**src/rtl/mux_rr_arbiter.sv**
```systemverilog
// Round-robin arbiter driving the select lines of a shared N-to-1 bit mux.
// One requester is granted at a time. A grant ends when the grantee drops
// its request, pulses done, or has held the mux for MAX_HOLD cycles. On a
// release the next winner is chosen on the same edge, searching from the
// slot after the released one, so there is no idle bubble between grants.
module mux_rr_arbiter #(
  parameter int N        = 32,
  parameter int SELW     = 5,
  parameter int MAX_HOLD = 8
) (
  input  logic                        clk,
  input  logic                        rst,
  input  logic [N-1:0]                req,
  input  logic                        done,
  output logic [N-1:0]                gnt,
  output logic [SELW-1:0]             sel,
  output logic                        gnt_valid,
  output logic [$clog2(MAX_HOLD):0]   hold_cnt
);

  localparam int CW = $clog2(MAX_HOLD) + 1;
  localparam logic [CW-1:0] HOLD_LIMIT = CW'(MAX_HOLD);
  localparam logic [N-1:0]  ONE_HOT_0  = {{(N-1){1'b0}}, 1'b1};

  typedef enum logic {IDLE, GRANT} state_t;

  state_t          state, state_n;
  logic [SELW-1:0] ptr, ptr_n;
  logic [SELW-1:0] sel_n;
  logic [N-1:0]    gnt_n;
  logic [CW-1:0]   hold_n;

  logic            release_now;
  logic            found;
  logic [SELW-1:0] win;
  int              start;

  // Registers for FSM state, pointer and all outputs; reset wins over everything.
  always_ff @(posedge clk) begin
    // NOTE: non-blocking assignments let every register sample the same
    // pre-edge values, which is what makes this a clean synchronous update.
    if (rst) begin
      state    <= IDLE;
      ptr      <= '0;
      sel      <= '0;
      gnt      <= '0;
      hold_cnt <= '0;
    end else begin
      state    <= state_n;
      ptr      <= ptr_n;
      sel      <= sel_n;
      gnt      <= gnt_n;
      hold_cnt <= hold_n;
    end
  end

  // Release detection, rotating priority search and next-state/output logic.
  always_comb begin
    // NOTE: every signal gets a default before any branch so no path can
    // leave it unassigned, which would otherwise infer a latch.
    state_n     = state;
    ptr_n       = ptr;
    sel_n       = sel;
    hold_n      = hold_cnt;
    found       = 1'b0;
    win         = '0;

    release_now = (state == GRANT) &&
                  (!req[sel] || done || (hold_cnt == HOLD_LIMIT));

    // From IDLE the search starts at ptr; on a release it starts just past
    // the released grantee, which is also the value ptr is about to take.
    start = (state == GRANT) ? ((int'(sel) + 1) % N) : int'(ptr);

    for (int k = 0; k < N; k++) begin
      automatic int idx = (start + k) % N;
      if (!found && req[idx]) begin
        found = 1'b1;
        win   = SELW'(idx);
      end
    end

    case (state)
      IDLE: begin
        hold_n = '0;
        if (found) begin
          state_n = GRANT;
          sel_n   = win;
          hold_n  = CW'(1);
        end
      end
      GRANT: begin
        if (release_now) begin
          ptr_n = SELW'(start);
          if (found) begin
            sel_n  = win;
            hold_n = CW'(1);
          end else begin
            state_n = IDLE;
            hold_n  = '0;
          end
        end else if (hold_cnt != HOLD_LIMIT) begin
          hold_n = hold_cnt + CW'(1);
        end
      end
      default: state_n = IDLE;
    endcase

    gnt_n = (state_n == GRANT) ? (ONE_HOT_0 << sel_n) : '0;
  end

  assign gnt_valid = (state == GRANT);

endmodule

```
**config.mk**
```make
export PLATFORM = sky130hd
export DESIGN_NAME = mux_rr_arbiter
export DESIGN_NICKNAME = d
export VERILOG_FILES = /design/src/rtl/mux_rr_arbiter.sv
export SDC_FILE = /design/constraint.sdc
export NUM_CORES = 1
export LEC_CHECK = 0
export ABC_AREA = 1
export ABC_CLOCK_PERIOD_IN_PS = 8100
export CAP_MARGIN = 30
export CORE_MARGIN = 2
export CORE_UTILIZATION = 58
export DETAILED_ROUTE_END_ITERATION = 16
export GPL_ROUTABILITY_DRIVEN = 0
export GPL_TIMING_DRIVEN = 0
export PLACE_DENSITY = 0.88
export SLEW_MARGIN = 20
export SYNTH_ARGS = -nofsm -noshare
export SYNTH_HDL_FRONTEND = slang
export SYNTH_SLANG_ARGS = --single-unit
```
**constraint.sdc**
```tcl
create_clock -name clk -period 8.1 [get_ports clk]
set_input_delay 0.81 -clock clk [delete_from_list [all_inputs] [get_ports clk]]
set_output_delay 0.81 -clock clk [all_outputs]
set_load 0.05 [all_outputs]
```
### Word-level counts from Yosys, hierarchy flattened

Index checks and enable logic that the tools add are counted.

* register bits after elaboration: 47
* bits of input ports: 35
* output and inout port bits: 42
* word-level logic and storage cells: 384

* $add $sub $neg: 33
* magnitude comparators: 33
* equality and inequality tests: 3
* shift-type cells: 1
* mux-type cells: 173
* bitwise operators: 35
* reduce and logical (&&, ||, !) cells: 101

Operator list (count)
* 32-bit by 6-bit adder with 32-bit output, second input constant: 16
* 32-bit by 5-bit adder with 32-bit output, second input constant: 8
* 6-bit by 7-bit less-than comparator with 1-bit output, second input constant: 32
* 5-bit 2-to-1 mux: 34
* 1-bit binary-select mux with 5-bit select: 33
* 5-bit OR reduction: 33
* 32-bit by 4-bit adder with 32-bit output, second input constant: 4
* 1-bit 2-to-1 mux: 100
* 32-bit by 3-bit adder with 32-bit output, second input constant: 2
* 32-bit by 2-bit adder with 32-bit output, second input constant: 1
* 1-bit AND: 32
* 1-bit logical AND: 32
* 1-bit logical NOT: 32
* 32-bit 2-to-1 mux: 1
* 1-bit by 5-bit << shifter with 32-bit output, first input constant: 1
* 5-bit one-hot mux with 2 select lines: 1
* 4-bit 2-to-1 mux: 2
* 4-bit one-hot mux with 2 select lines: 1
* 5-bit by 6-bit less-than comparator with 1-bit output, second input constant: 1
* 5-bit by 1-bit adder with 5-bit output, second input constant: 1
* 4-bit by 1-bit adder with 4-bit output, second input constant: 1
* 4-bit equality test, second input constant: 1
* 4-bit != test, second input constant: 1
* 3-bit by 1-bit != test with 1-bit output, second input constant: 1
* other kinds (6): 8

### Longest topological paths before layout

Gate-level depths: netlist of run 1.

* word-level depth: 108
* mapped depth: 45
* mapped depth without buffers: 41

### Worst setup path before layout of run 1

Ideal clock, no wire load.

* kind: reg2reg
* from: register sel[1]
* to: register gnt[21]
* library setup time: 0.113 ns
* arrival time: 6.148 ns
* data required time: 7.987 ns
* setup slack: 1.839 ns
* stages on the path, launching flop included: 42
* path buffers: 6
* period minus slack after synthesis: 6.261 ns
* cell sequence: dfxtp_1 ha_1 inv_1 nand2_1 nand2_1 buf_4 clkbuf_1 clkbuf_1 ha_1 clkbuf_1 inv_1 clkbuf_1 nand3_1 nand2_1 nand2_1 nand2_1 nand2_1 nand3_1 [6 not listed] nand4_2 nor2_4 nand4_4 nor2_4 nand4_2 nor2_4 nand4_4 nor2_4 nand4_4 nor2_4 nand3_2 inv_1 nand2_1 nand2_1 inv_1 nand2_1 buf_4 nor2_1

* longest elaborated chain between the ends: 104
* elaborated cells between the ends (all ways): 270
* those cells by class: 32 x add/sub; 1 x shift; 169 x mux; 1 x bitwise; 67 x reduce/logical

RTL lines
* from (decl): RTL line 16 `output logic [SELW-1:0] sel,`
* from (signal assigned): RTL line 51 `sel <= sel_n;`
* parallel branches: the longest is 104 deep, another holds 32-bit by 2-bit adder with 32-bit output
* to (signal assigned): RTL line 52 `gnt <= gnt_n;`
* to (decl): RTL line 15 `output logic [N-1:0] gnt,`

Several ways; the timed one is not identified. The select of a mux whose other input is x is not followed.
A chain may end at the register's enable or synchronous reset.

### Worst setup path in the final report of run 1

* from: register sel[1]
* to: register gnt[24]

Same word-level chain as after synthesis.

==> results.cfg, run 1 <==
[status]
run_status = finished clean

[finish]
drive_above_1_share_pct = 8.567
ff_latch_area_um2 = 940.9
antenna_cells = 0
final_nets = 1363
final_cell_area_um2 = 7686
final_cell_mix = 389 x nand2_1, 232 x nand3_1, 141 x nor2_1, 128 x inv_1, 75 x clkdlybuf4s50_1
fillCellCount = 1051
final_common_cell = nand2_1
multi_input_area_um2 = 4878
area_delta_synth_final_pct = 16.34

[synthesis]
yosysWarnings = 0
synth.cell_area_um2 = 6606
netlist_instances = 1237
synth-edff-count = 0
synth.largest_area_cell = nand2_1
avgSynthCellArea_um2 = 5.341
synthArstFlopShare_pct = 0
ys_seq_area_share_pct = 14.24
synth.area.top_cells = nand2_1 22%, nand3_1 18%, dfxtp_1 14%
syn-num-nets = 1282
ys_ff_latch = 47
synth_ff_type = dfxtp_1
synth.distinct_cells = 43
synth_top_area_share_pct = 22.10

[detailed_routing]
vias_per_cell = 6.053
wl_um = 25530
drtAntennaViolNets = 0
drc = 0
vias = 8832
wl_per_cell_um = 17.50
dr.pass1.iters = 6
first_iter_violations = 1359

[die]
io_pins = 77
dieArea_um2 = 12260
die_h_um = 110.7
core_area_um2 = 10980
die_x_um = 110.7
row_count = 38
initial_core_util_pct = 60.15

[clock_tree]
cts_buffer_depth = 2
cts-buffers-inserted = 5
clock-sinks = 47
clock_latency_ps = 290
cts_setup_buffers = 0
cts_tree = done
cts_root_buffer = clkbuf_16
cts_max_level = 2
clk_pin_slew_ps = 60

[setup_path]
rr_worst_depth = 38
r2r_end = gnt[24]
regToRegSetupSlack_ps = 560
r2r_start = sel[1]
cp.arrival_ps = 7760
end_kind = register
cp_slowest_cell = dfxtp_1
timing_worst_setup_path_type = reg2reg
required_ps = 8310
cp_num_buf_inv = 6
crit_top_cell = nor2_4
crit_family = simple AND/OR/NAND/NOR gates
start_kind = register
critPathMaxFanout = 12
critPathMaxStageDelay_ps = 570

[placement]
dp_hpwl_um = 19980
place_ws_ps = 461.0
place_area_um2 = 7532
io_buffers = 75

[global_route]
gr-usage-all-layers_pct = 40.59
overflow = 0
grt_max_degree = 16
antenna_found_initial = 0
grt_pass1_vias = 7955
grt_pass1_wl_um = 40690

[worst_hold_path]
min_to = ptr[0]
min_path_type = reg2reg
hold_path_startpoint = ptr[0]
min_path_cells = 2

[pwr]
power_density_nw_per_um2 = 448.5
p_leak_nw = 3.792
max-vdd-ir-drop_mv = 0.4073
p_total_mw = 3.447

[timing]
fin_tns_setup_ps = 0
maxSlewViolCount = 0
period_needed_ps = 7544
worst_pin_slew_ps = 851.7
setup_ws_ps = 556.0
finalSetupViolCount = 0
hold_viol = 0
max_freq_mhz = 132.6
finalCritPeriodShare_pct = 93.14
rsz0062_at_grt = false
hold_ws_ps = 490.7
clock-skew-final_ps = 4.860
max-slew-margin-rel_pct = 42.81

[job]
cap_violations = 0
-- registers in the layout, indices dropped and copies added, names as in the netlist --
signal / flops
ptr: 5
gnt: 32
hold_cnt: 4
gnt_valid: 1
sel: 5
-- worst max-delay path by stage --
stage            from      end  slack, ps  cells after the start
6_report       sel[1]  gnt[24]        560                     38
5_1_grt        sel[1]  gnt[16]          2                     38
4_1_cts        sel[1]  gnt[24]        410                     39
3_5_place_dp   sel[1]  gnt[24]        460                     39
3_3_place_gp   sel[1]  gnt[24]        640                     39
2_1_floorplan  sel[1]  gnt[21]       1840                     41
-- what timing repair did --
action	4_1_cts	5_1_grt
hold buffers	0	0
gates resized for setup	0	3
hold endpoints to repair	0	0
setup endpoints to repair	0	35
-- where the power goes --
| part | leakage (nW) | total (mW) | switching, mW | internal, mW |
|---|---|---|---|---|
| combinational | 3.34 | 2.93 | 2.14 | 0.787 |
| clock | 0.0731 | 0.210 | 0.0864 | 0.123 |
| sequential | 0.382 | 0.306 | 0.0312 | 0.275 |
-- synthesized netlist by cell type, types with 8 or more instances --
library cell	count
buf_2	15
xnor2_1	12
o21ai_0	69
inv_1	128
nor2_4	10
dfxtp_1	47
nand2_2	24
ha_1	10
nor2_1	141
buf_4	10
xor2_1	8
nand3_1	232
clkbuf_1	8
a21oi_1	23
nand4_1	20
nand2_1	389
o21ai_1	9
-- worst min-delay path, cell delays in order, from the launching register on --
cell and delay, ps:
dfxtp_1 310, inv_1 80, a21oi_1 60
-- through the flow --
stage / instances / utilization [%]
detailed placement: 1452 / 68.58
CTS: 1460 / 69.99
floorplan: 1237 / -
global route: 1459 / 69.98
finish: 1459 / 69.98
global placement: 1452 / 68.58
-- cell families (layout without fill, tap and decap cells) --
group	after synthesis	in the layout	share of synthesized area [%]
DFF	47	47	14.24
xor gates and xnor gates	20	20	2.652
AOI/OAI and AO/OA	128	128	10.74
and+or+nand+nor	853	853	58.56
buffers and inverters	179	261	11.91
adders and majority gates	10	10	1.894
-- per-layer routing --
metal  up-vias  GRT usage, %  wire [um]
met3       106         10.77       3560
met4         0         20.00       1312
met2       637         60.94      10750
li1       4204             -          -
met1      3885         53.78       9907
met5         -             0          0
-- cell type report --
type                    count  share of cell area (%)
repair buffers             75                   9.767
clock inverters             2                  0.2116
well taps                 140                   2.279
flip-flops and latches     47                   12.24
inverters                 136                   6.707
clock buffers               6                   1.807
plain buffers              42                   3.516
multi-input cells        1011                   63.47
Power figures use the tool's default switching activity.
==> inputs of run 2 (changes only) <==
CORE_UTILIZATION = 66   (was 58)
CTS_CLUSTER_DIAMETER = 150   (was not set)
DONT_BUFFER_PORTS = 1   (was not set)
==> run 2 against run 1 <==
Net effect:
- sequential power rose by 41%
- routed wire length fell by 5.7%
- cell area fell by 11%
- critical path depth did not move
- sequential share of layout area rose by 1.5 points
- critical path type unchanged
- worst hold slack improved by 13 ps
- die area fell by 12%
==> results.cfg, run 2 (synthesized netlist as in run 1, its figures left out) <==
[status]
run_status = finished clean

[placement]
io_buffers = 0
dp_cells = 1370
place_ws_ps = 173.9
dp_hpwl_um = 18800
place_area_um2 = 6773

[finish]
final_cell_area_um2 = 6855
final_cell_mix = 389 x nand2_1, 232 x nand3_1, 141 x nor2_1, 128 x inv_1, 69 x o21ai_0
top_register = gnt
antenna_cells = 0
final_common_cell = nand2_1
final_nets = 1288
top_regs = gnt x32, ptr x5, sel x5
area_delta_synth_final_pct = 3.769
largest_reg_flops = 32
instances_no_fill = 1376
drive_above_1_share_pct = 9.091

[setup_path]
cp.arrival_ps = 7820
crit_end = gnt[17]
r2r_end = gnt[17]
regToRegSetupSlack_ps = 510
critPathMaxFanout = 12
crit_top_cell = nor2_4
r2r_start = sel[0]
rr_worst_depth = 38
timing_worst_setup_path_type = reg2reg
start_kind = register
end_kind = register
cp_slowest_cell = dfxtp_1
required_ps = 8330
startpoint = sel[0]
critPathMaxStageDelay_ps = 700

[timing]
worst_pin_slew_ps = 819.0
setup_ws_ps = 508.2
rsz0062_at_grt = false
max-slew-margin-rel_pct = 45.01
period_needed_ps = 7592
hold_viol = 0
finalSetupViolCount = 0
maxSlewViolCount = 0
finalCritPeriodShare_pct = 93.73
clock-skew-final_ps = 8.709
fin_tns_setup_ps = 0
max_freq_mhz = 131.7

[clock_tree]
holdBufCountCts = 0
clock-sinks = 47
cts_buffer_depth = 2
cts-buffers-inserted = 5
cts_max_level = 2
clock_latency_ps = 300
clk_pin_slew_ps = 80
cts_root_buffer = clkbuf_8
ctsResizeCount = 0
cts_setup_buffers = 0
cts_tree = done

[detailed_routing]
drtAntennaViolNets = 0
vias = 8693
wl_met3_um = 3565
first_iter_violations = 1375
dr.pass1.iters = 8
met1_length_um = 8912
vias_per_cell = 6.318
wl_um = 24090
wl_per_cell_um = 17.51
drc = 0
wl_met2_um = 9891
top_layer_used = met4

[pwr]
p_switching_mw = 2.216
swShare_pct = 67.81
p_total_mw = 3.267
p_leak_nw = 3.489
p_comb_share_pct = 82.7
p_int_mw = 1.052
p_clk_share_pct = 4.0
max-vdd-ir-drop_mv = 0.3765
power_density_nw_per_um2 = 476.6
power_frac_seq_pct = 13.2

[global_route]
grt_pass1_wl_um = 37980
gr-usage-all-layers_pct = 43.35
overflow = 0
antenna_found_initial = 0
grt_pass1_vias = 7596
grt_max_degree = 15

[die]
io_pins = 77
initial_core_util_pct = 67.90
core_area_um2 = 9729
row_count = 36
die_h_um = 104.0
dieArea_um2 = 10830
die_x_um = 104.0

[worst_hold_path]
min_path_cells = 2
min_path_type = reg2reg

[job]
cap_violations = 0
-- run 2: how the worst min path moves through the flow --
stage | from | end | slack, ps
final | ptr[0] | ptr[0] | 500
after floorplan | ptr[0] | ptr[0] | 460
after global placement | ptr[0] | ptr[0] | 470
after CTS | ptr[0] | ptr[0] | 500
after global routing | ptr[0] | ptr[0] | 530
after detailed placement | ptr[0] | ptr[0] | 490
-- run 2: power by group through the flow --
stage,Sequential (mW),Combinational (mW),Clock (mW)
2_1_floorplan,0.424,1.92,0
3_3_place_gp,0.436,2.51,0
3_5_place_dp,0.436,2.56,0
4_1_cts,0.432,2.57,0.132
5_1_grt,0.437,2.94,0.142
6_report,0.432,2.70,0.132
-- run 2: layout make-up --
class                           instances  area, um^2
Fill cell                             943        2874
Clock buffer                            5       68.82
Tap cell                              133       166.4
Clock inverter                          2       13.76
Buffer                                 42       270.3
Inverter                              136       515.5
Multi-Input combinational cell       1011        4878
Sequential cell                        47       942.2
-- run 2: worst max-delay path: cells and delay by family (launching register included) --
| kind | cells | cell delay [ps] |
|---|---|---|
| adder cells (fa/ha/maj) | 2 | 640 |
| buffers and inverters | 6 | 1670 |
| flip-flops | 1 | 700 |
| AND/OR/NAND/NOR | 29 | 4110 |
| AO/OA/AOI/OAI | 1 | 390 |
-- run 2: through the flow --
step	hold slack, ps	util [%]
floorplan	461.4	-
global placement	473.6	69.61
detailed placement	491.8	69.61
CTS	503.3	70.46
global route	525.4	70.46
finish	503.4	70.46
-- run 2: per-layer routing --
metal	vias to the layer above	track usage (%)
met5	-	0
met4	0	25.87
met3	176	11.53
met2	702	65.27
met1	3781	55.38
li1	4034	-
